### src/rtl/cpu_defs.sv
// Shared pipeline-bus definitions: bus widths and field offsets for the
// execute-to-memory and memory-to-write-back buses.
package cpu_defs;

  localparam int EX_MA_W = 71;
  localparam int MA_WB_W = 70;

  localparam int DEST_W = 5;
  localparam int WORD_W = 32;

  // execute -> memory: {res_from_mem, gr_we, dest, alu_result, pc}
  localparam int EX_RES_BIT  = 70;
  localparam int EX_WE_BIT   = 69;
  localparam int EX_DEST_LSB = 64;
  localparam int EX_ALU_LSB  = 32;
  localparam int EX_PC_LSB   = 0;

  // memory -> write-back: {gr_we, dest, final_result, pc}
  localparam int WB_WE_BIT   = 69;
  localparam int WB_DEST_LSB = 64;
  localparam int WB_RES_LSB  = 32;
  localparam int WB_PC_LSB   = 0;

  typedef struct packed {
    logic              res_from_mem;
    logic              gr_we;
    logic [DEST_W-1:0] dest;
    logic [WORD_W-1:0] alu_result;
    logic [WORD_W-1:0] pc;
  } ex_ma_t;

  typedef struct packed {
    logic              gr_we;
    logic [DEST_W-1:0] dest;
    logic [WORD_W-1:0] final_result;
    logic [WORD_W-1:0] pc;
  } ma_wb_t;

endpackage

### src/rtl/ma_rdata_hold.sv
// Keeps the SRAM read word that belongs to the instruction in the memory
// stage, so a write-back stall does not lose it when the SRAM address moves on.
module ma_rdata_hold
  import cpu_defs::*;
(
  input  logic              clk,
  input  logic              rst,
  input  logic              accept,
  input  logic              valid,
  input  logic              wb_allowin,
  input  logic              ma_allowin,
  input  logic [WORD_W-1:0] rdata,
  output logic [WORD_W-1:0] load_data
);

  logic              fresh_r;
  logic              hold_vld_r;
  logic [WORD_W-1:0] hold_data_r;

  // fresh marks the one cycle in which rdata belongs to the resident instruction
  always_ff @(posedge clk) begin
    if (rst) begin
      fresh_r <= 1'b0;
    end else begin
      fresh_r <= accept;
    end
  end

  // capture on a stalled first cycle; any cycle that lets the stage move on releases it
  always_ff @(posedge clk) begin
    if (rst) begin
      hold_vld_r  <= 1'b0;
      hold_data_r <= {WORD_W{1'b0}};
    end else if (ma_allowin) begin
      hold_vld_r  <= 1'b0;
    end else if (valid & fresh_r & ~wb_allowin) begin
      hold_vld_r  <= 1'b1;
      hold_data_r <= rdata;
    end
  end

  // live SRAM word first, then the held copy; nothing meaningful otherwise
  always_comb begin
    load_data = {WORD_W{1'b0}};
    if (fresh_r) begin
      load_data = rdata;
    end else if (hold_vld_r) begin
      load_data = hold_data_r;
    end else begin
      load_data = {WORD_W{1'b0}};
    end
  end

endmodule

### src/rtl/mastage.sv
// Memory-access pipeline stage: valid/allowin handshake, result selection
// between load data and ALU result, and packing of the write-back bus.
module mastage
  import cpu_defs::*;
(
  input  logic               clk,
  input  logic               rst,
  input  logic               ex_validout,
  input  logic               wb_allowin,
  output logic               ma_allowin,
  output logic               ma_validout,
  input  logic [EX_MA_W-1:0] ex_to_ma_bus,
  input  logic [WORD_W-1:0]  data_sram_rdata,
  output logic [MA_WB_W-1:0] ma_to_wb_bus,
  output logic [DEST_W-1:0]  ma_to_id_dest
);

  logic               valid_r;
  logic [EX_MA_W-1:0] bus_r;
  logic               accept_s;
  logic               res_from_mem_s;
  logic               gr_we_s;
  logic [DEST_W-1:0]  dest_s;
  logic [WORD_W-1:0]  alu_result_s;
  logic [WORD_W-1:0]  pc_s;
  logic [WORD_W-1:0]  load_data_s;
  logic [WORD_W-1:0]  final_result_s;

  // readygo is always 1, so the stage frees up whenever write-back takes it
  assign ma_allowin  = ~valid_r | wb_allowin;
  assign accept_s    = ex_validout & ma_allowin;
  assign ma_validout = valid_r;

  // occupancy and instruction register; bubbles never overwrite the bus
  always_ff @(posedge clk) begin
    if (rst) begin
      valid_r <= 1'b0;
      bus_r   <= {EX_MA_W{1'b0}};
    end else begin
      if (ma_allowin) begin
        valid_r <= ex_validout;
      end
      if (accept_s) begin
        bus_r <= ex_to_ma_bus;
      end
    end
  end

  assign res_from_mem_s = bus_r[EX_RES_BIT];
  assign gr_we_s        = bus_r[EX_WE_BIT];
  assign dest_s         = bus_r[EX_DEST_LSB +: DEST_W];
  assign alu_result_s   = bus_r[EX_ALU_LSB +: WORD_W];
  assign pc_s           = bus_r[EX_PC_LSB +: WORD_W];

  ma_rdata_hold u_hold (
    .clk        (clk),
    .rst        (rst),
    .accept     (accept_s),
    .valid      (valid_r),
    .wb_allowin (wb_allowin),
    .ma_allowin (ma_allowin),
    .rdata      (data_sram_rdata),
    .load_data  (load_data_s)
  );

  // result mux and write-back bus packing
  always_comb begin
    final_result_s = alu_result_s;
    if (res_from_mem_s) begin
      final_result_s = load_data_s;
    end else begin
      final_result_s = alu_result_s;
    end
    ma_to_wb_bus                          = {MA_WB_W{1'b0}};
    ma_to_wb_bus[WB_WE_BIT]               = gr_we_s;
    ma_to_wb_bus[WB_DEST_LSB +: DEST_W]   = dest_s;
    ma_to_wb_bus[WB_RES_LSB +: WORD_W]    = final_result_s;
    ma_to_wb_bus[WB_PC_LSB +: WORD_W]     = pc_s;
  end

  assign ma_to_id_dest = dest_s & {DEST_W{valid_r}};

endmodule

### config.mk
export PLATFORM = sky130hd
export DESIGN_NAME = mastage
export DESIGN_NICKNAME = d
export VERILOG_FILES = /design/src/rtl/cpu_defs.sv /design/src/rtl/ma_rdata_hold.sv /design/src/rtl/mastage.sv
export SDC_FILE = /design/constraint.sdc
export NUM_CORES = 1
export LEC_CHECK = 0
export BUFFER_PORTS_ARGS = -buffer_cell sky130_fd_sc_hd__buf_2
export CAP_MARGIN = 20
export CORE_MARGIN = 5
export CORE_UTILIZATION = 47
export CTS_BUF_LIST = sky130_fd_sc_hd__clkbuf_8
export CTS_CLUSTER_SIZE = 20
export DETAILED_ROUTE_END_ITERATION = 8
export PLACE_DENSITY = 0.79
export SLEW_MARGIN = 20
export SYNTH_ARGS = -nofsm -noshare
export SYNTH_HDL_FRONTEND = slang
export SYNTH_SLANG_ARGS = --single-unit
export TNS_END_PERCENT = 1
### constraint.sdc
create_clock -name clk -period 1.2 [get_ports clk]
set_input_delay 0.12 -clock clk [delete_from_list [all_inputs] [get_ports clk]]
set_output_delay 0.12 -clock clk [all_outputs]
set_load 0.03 [all_outputs]
After elaboration in Yosys (flattened, before gate mapping)
Cells that the tools add are included.

Add/subtract/negate cells: 0. $mul: 0. Div/mod/pow operators: 0. Order comparisons: 0. Eq/ne operators: 0. Shift operators: 0. Muxes and demuxes: 3. Bitwise logic cells: 8. Reduce and logical (&&, ||, !) cells: 2.

Operators by type and width (count): 32-bit 2-to-1 mux (3); 5-bit AND (1); 1-bit AND (3); 1-bit inverter (3); 2-bit AND reduction (1); 2-bit OR reduction (1); 1-bit OR (1).

Bits in registers: 106. Bits in latches: 0. Memory bits (writable): 0. ROM bits: 0. Bits of input ports: 107. Output and inout port bits: 77. Logic and storage cells: 18. Memories: 0.

Longest topological paths before layout
Word-level depth: 4. Depth in mapped cells: 5.

Modules after synthesis
Synthesis repeated with hierarchy kept, for this count alone.

Cell total of the unflattened synthesis: 661. Area total of the unflattened synthesis: 5823.1 um^2.

Modules (own cells, without submodules): mastage (instances 1, cells each 408, area each 3836.2 um^2, sequential area each 1441.4 um^2); ma_rdata_hold (instances 1, cells each 253, area each 1986.9 um^2, sequential area each 680.7 um^2).

Worst setup path before layout
OpenSTA, ideal clock, no wires.

Path kind: reg2out. Start: reg u_hold.hold_vld_r. End: out ma_to_wb_bus[54]. Arrival time: 1427 ps. Data required time: 1080 ps. Slack: -347 ps. Stages on the path, launching flop included: 5. Cell sequence: dfxtp_1 -> clkbuf_1 -> clkbuf_1 -> nand3b_1 -> a31oi_1.

Cells in the longest elaborated chain, start to end: 3.

Ends and longest elaborated chain: from (decl) (line ma_rdata_hold.sv:17) `logic hold_vld_r;`; from (signal assigned) (line ma_rdata_hold.sv:32) `hold_vld_r <= 1'b0;`; from (signal assigned) (line ma_rdata_hold.sv:35) `hold_vld_r <= 1'b0;`; from (signal assigned) (line ma_rdata_hold.sv:37) `hold_vld_r <= 1'b1;`; 32-bit 2-to-1 mux (line ma_rdata_hold.sv:47) `end else if (hold_vld_r) begin`; 32-bit 2-to-1 mux (line ma_rdata_hold.sv:45) `if (fresh_r) begin`; 32-bit 2-to-1 mux (line mastage.sv:69) `if (res_from_mem_s) begin`; to (decl) (line mastage.sv:14) `output logic [MA_WB_W-1:0] ma_to_wb_bus,`.

Every way passes these cells.

Final worst setup path
Start: reg u_hold.fresh_r. End: out ma_to_wb_bus[55].

Cells in the longest elaborated chain, start to end: 2.

Ends and longest elaborated chain: from (decl) (line ma_rdata_hold.sv:16) `logic fresh_r;`; from (signal assigned) (line ma_rdata_hold.sv:25) `fresh_r <= accept;`; 32-bit 2-to-1 mux (line ma_rdata_hold.sv:45); 32-bit 2-to-1 mux (line mastage.sv:69).

Every way passes these cells.

==> out/qor.txt <==
GRT
-------------------------------------------------------------------------------------------------
Maximum number of pins on one net before global-route repair .......................           50
Remaining global-route overflow ....................................................            0
First-pass GRT wire length .........................................................     27.17 mm
Via count of the first global-routing pass .........................................         5633
Global-route usage over all layers .................................................       0.2499
Number of antenna violations at the first check in global routing ..................            3

WORST SETUP PATH
-------------------------------------------------------------------------------------------------
Slowest stage delay, CP ............................................................      0.36 ns
Worst Path Required ................................................................      1.08 ns
Largest driver fanout on the critical path .........................................           33
Worst path cell trace .............................................................. buf_12 > nand3b_1 > a31oi_4 > buf_6
Max stage delay cell, worst path ...................................................      dfxtp_2
Arrival time worst endpoint ........................................................      1.51 ns
Category of the critical setup timing path ......................................... flip-flop to output pin
Nature of the critical path endpoint ...............................................   output pin
Startpoint type of the worst setup path ............................................    flip-flop
Depth of the worst register-to-register path .......................................            5

SYNTH
-------------------------------------------------------------------------------------------------
Library cell with the highest instance count after synthesis .......................      dfxtp_1
Proportion of register bits with asynchronous set or reset after synthesis .........            0
Area contributors post-synth ....................................................... dfxtp_1 (40%), a21bo_1 (12%), a21oi_1 (9.7%), nand2_1 (6.8%), nand3_1 (6.7%)
Commonest cells in the netlist ..................................................... dfxtp_1 (106), a21oi_1 (104), nand2_1 (97), nand3_1 (71), a21bo_1 (65)
Fraction of post-synthesis cell area in the top cell type by area ..................       0.3975
Cell count after synthesis .........................................................          664
Number of distinct library cell variants in the gate-level netlist after synthesis .           19
Synth Cell Area .................................................................... 0.005339 sq mm
Library cell occupying the most area in the post-synthesis netlist .................      dfxtp_1
Average cell area after synthesis ..................................................  8.040 sq um
Synth Net Count ....................................................................          771
Sequential element share of the synthesized area ...................................       0.3975
Yosys Warn Count ...................................................................            0
Number of register bits inferred by synthesis ......................................          106
Top FF cell, synth .................................................................      dfxtp_1
Post-synth EDFFs ...................................................................            0

DIE
-------------------------------------------------------------------------------------------------
Num ports ..........................................................................          184
Vertical die dimension .............................................................     116.6 um
Core footprint ..................................................................... 0.01127 sq mm
Die X-Extent .......................................................................     116.6 um
Starting Density ...................................................................       0.4736
Number of cell rows ................................................................           39
Die Outline Area ................................................................... 0.01359 sq mm

STA
-------------------------------------------------------------------------------------------------
Final period util ..................................................................        1.354
Number of setup violations in the final report .....................................           68
Fin worst setup slack ..............................................................   -0.4253 ns
Setup TNS ..........................................................................    -14.11 ns
Slew at the pin closest to its max-slew limit ......................................    0.2876 ns
Worst clock skew ...................................................................  0.006837 ns
Unrepaired setup endpoints after global routing ....................................          yes
Normalized max-slew margin .........................................................       0.8083
Final number of hold-violating endpoints ...........................................            0
Maximum clock frequency ............................................................    615.3 MHz
Hold WS ............................................................................   0.04463 ns
Final Max Slew Viols ...............................................................            0
Min cycle time layout ..............................................................     1.625 ns

ROUTE
-------------------------------------------------------------------------------------------------
Routed length per placed instance ..................................................     16.95 um
Antenna-violating nets left ........................................................            0
Drt first pass iters ...............................................................            5
Via count ..........................................................................         5651
Wire length reported by the detailed router ........................................     17.41 mm
Violation count after the first detailed-routing iteration .........................          518
DRC violations left ................................................................            0
Number of vias per cell after detailed routing .....................................        5.502

STATUS
-------------------------------------------------------------------------------------------------
Violated checks .................................................................... setup timing
Result of the run .................................................................. finished, violations left

CLOCK NETWORK
-------------------------------------------------------------------------------------------------
Clock tree from TritonCTS ..........................................................         done
Number of buffers inserted during clock tree synthesis .............................            9
Skew-Pair Late Insertion Delay .....................................................      0.38 ns
Sinks on the clock net .............................................................          106
Count of H-tree levels built during CTS ............................................            3
Number of buffers on the longest clock path ........................................            2
Setup Fix Bufs, Post-CTS ...........................................................            0
Clock edge transition at the registers on the reported setup and hold paths ........      0.10 ns
Clock root cell ....................................................................     clkbuf_8

PLACED DESIGN
-------------------------------------------------------------------------------------------------
Detail Placement HPWL ..............................................................     9.237 mm
Cell Area, Placed .................................................................. 0.006485 sq mm
Gp weighted congestion .............................................................       0.7546
Port Buffers .......................................................................          183
Placement Setup Slack ..............................................................  -0.04992 ns

PWR
-------------------------------------------------------------------------------------------------
Worst vdd ir .......................................................................     694.3 uV
Power density relative to cell area ................................................ 1057 mW/mm^2
Leakage power ......................................................................     3.223 nW

FINISH
-------------------------------------------------------------------------------------------------
Post-layout util ...................................................................       0.7102
Share of layout cells above drive strength 1 .......................................       0.3095
Total Nets Final ...................................................................          984
Area Overhead vs Synth .............................................................       49.94%
Design Area, Final ................................................................. 0.008005 sq mm

RUN
-------------------------------------------------------------------------------------------------
Max-Cap Viols ......................................................................            0

WORST HOLD PATH
-------------------------------------------------------------------------------------------------
Min-delay worst type ............................................................... input port to flip-flop
Number of stages on the worst hold path ............................................            3

-- state kept, by name, indices dropped and copies added, names as in the netlist --
| register | flops |
|---|---|
| bus_r | 71 |
| u_hold.hold_data_r | 32 |
| ma_validout | 1 |
| u_hold.fresh_r | 1 |
| u_hold.hold_vld_r | 1 |
-- power breakdown --
group,switching [mW],internal (mW),total (mW)
Combinational,1.16,1.04,2.20
Clock,1.28,1.22,2.50
Sequential,0.0891,3.67,3.76
Total,2.53,5.93,8.46
-- metrics by stage --
step	std cells	power, mW
after floorplan	664	5.078
after global placement	908	5.550
after detailed placement	908	5.563
after CTS	1025	8.458
after global routing	1027	8.812
final	1027	8.461
-- worst paths after layout --
check                                       startpoint                      to  slack, ns
worst max-delay path                    u_hold.fresh_r        ma_to_wb_bus[55]      -0.43
worst min-delay path                  ex_to_ma_bus[21]               bus_r[21]       0.04
worst max register to register          u_hold.fresh_r   u_hold.hold_data_r[7]      -0.11
worst min register to register  u_hold.hold_data_r[31]  u_hold.hold_data_r[31]       0.46
-- cell families (layout without fill, tap and decap cells) --
kind of cell           count (synthesis)  in the layout  share of synthesized area
AOI/OAI and AO/OA                    207            207                     0.2681
buffers and inverters                108            326                     0.1198
DFF                                  106            106                     0.3975
other                                  0              2                          0
and+or+nand+nor                      243            243                     0.2147
-- cells in the final DEF, fill, tap and decap left out --
master	n
and3b_2	1
buf_2	142
a31oi_4	10
a21bo_2	6
clkbuf_8	10
dfxtp_4	2
dlygate4sd3_1	101
a31oi_1	1
clkinvlp_4	1
nor3_1	1
inv_1	2
diode_2	2
buf_6	41
nand2b_4	1
nand3_1	71
buf_12	16
bufinv_16	2
a21oi_1	102
and2_4	5
dfxtp_1	102
a31oi_2	21
nand2_1	97
a21oi_2	2
a21bo_1	65
dfxtp_2	2
nor2_1	34
buf_8	1
buf_4	8
clkinv_2	2
nand3b_1	33
-- routing by layer --
layer	share of wire	vias up	track usage	routed length, um
li1	-	2682	-	-
met1	0.39	2633	0.2886	6803
met2	0.50	285	0.4489	8751
met3	0.079	47	0.05130	1372
met4	0.026	4	0.1032	446
met5	0.0022	-	0	38
-- final cells by class --
class	instances	area, sq um
Clock buffer	10	137.6
Multi-Input combinational cell	450	2888
Timing Repair Buffer	309	2579
Inverter	1	3.754
Tap cell	143	178.9
Antenna cell	2	5.005
Sequential cell	106	2132
Clock inverter	6	81.33
Fill cell	803	3267
-- repair_timing --
item,4_1_cts,5_1_grt
hold endpoints to repair,101,0
hold buffers,101,0
setup endpoints to repair,71,73
resized for setup,89,4
pin swaps,0,0
-- worst max-delay path, delay by kind of cell, from the launching register on --
family | cells | cell delay (ns)
simple gates | 1 | 0.23
flops | 1 | 0.36
buf+inv | 2 | 0.31
compound gates | 1 | 0.21
(Power assumes the default switching activity.)
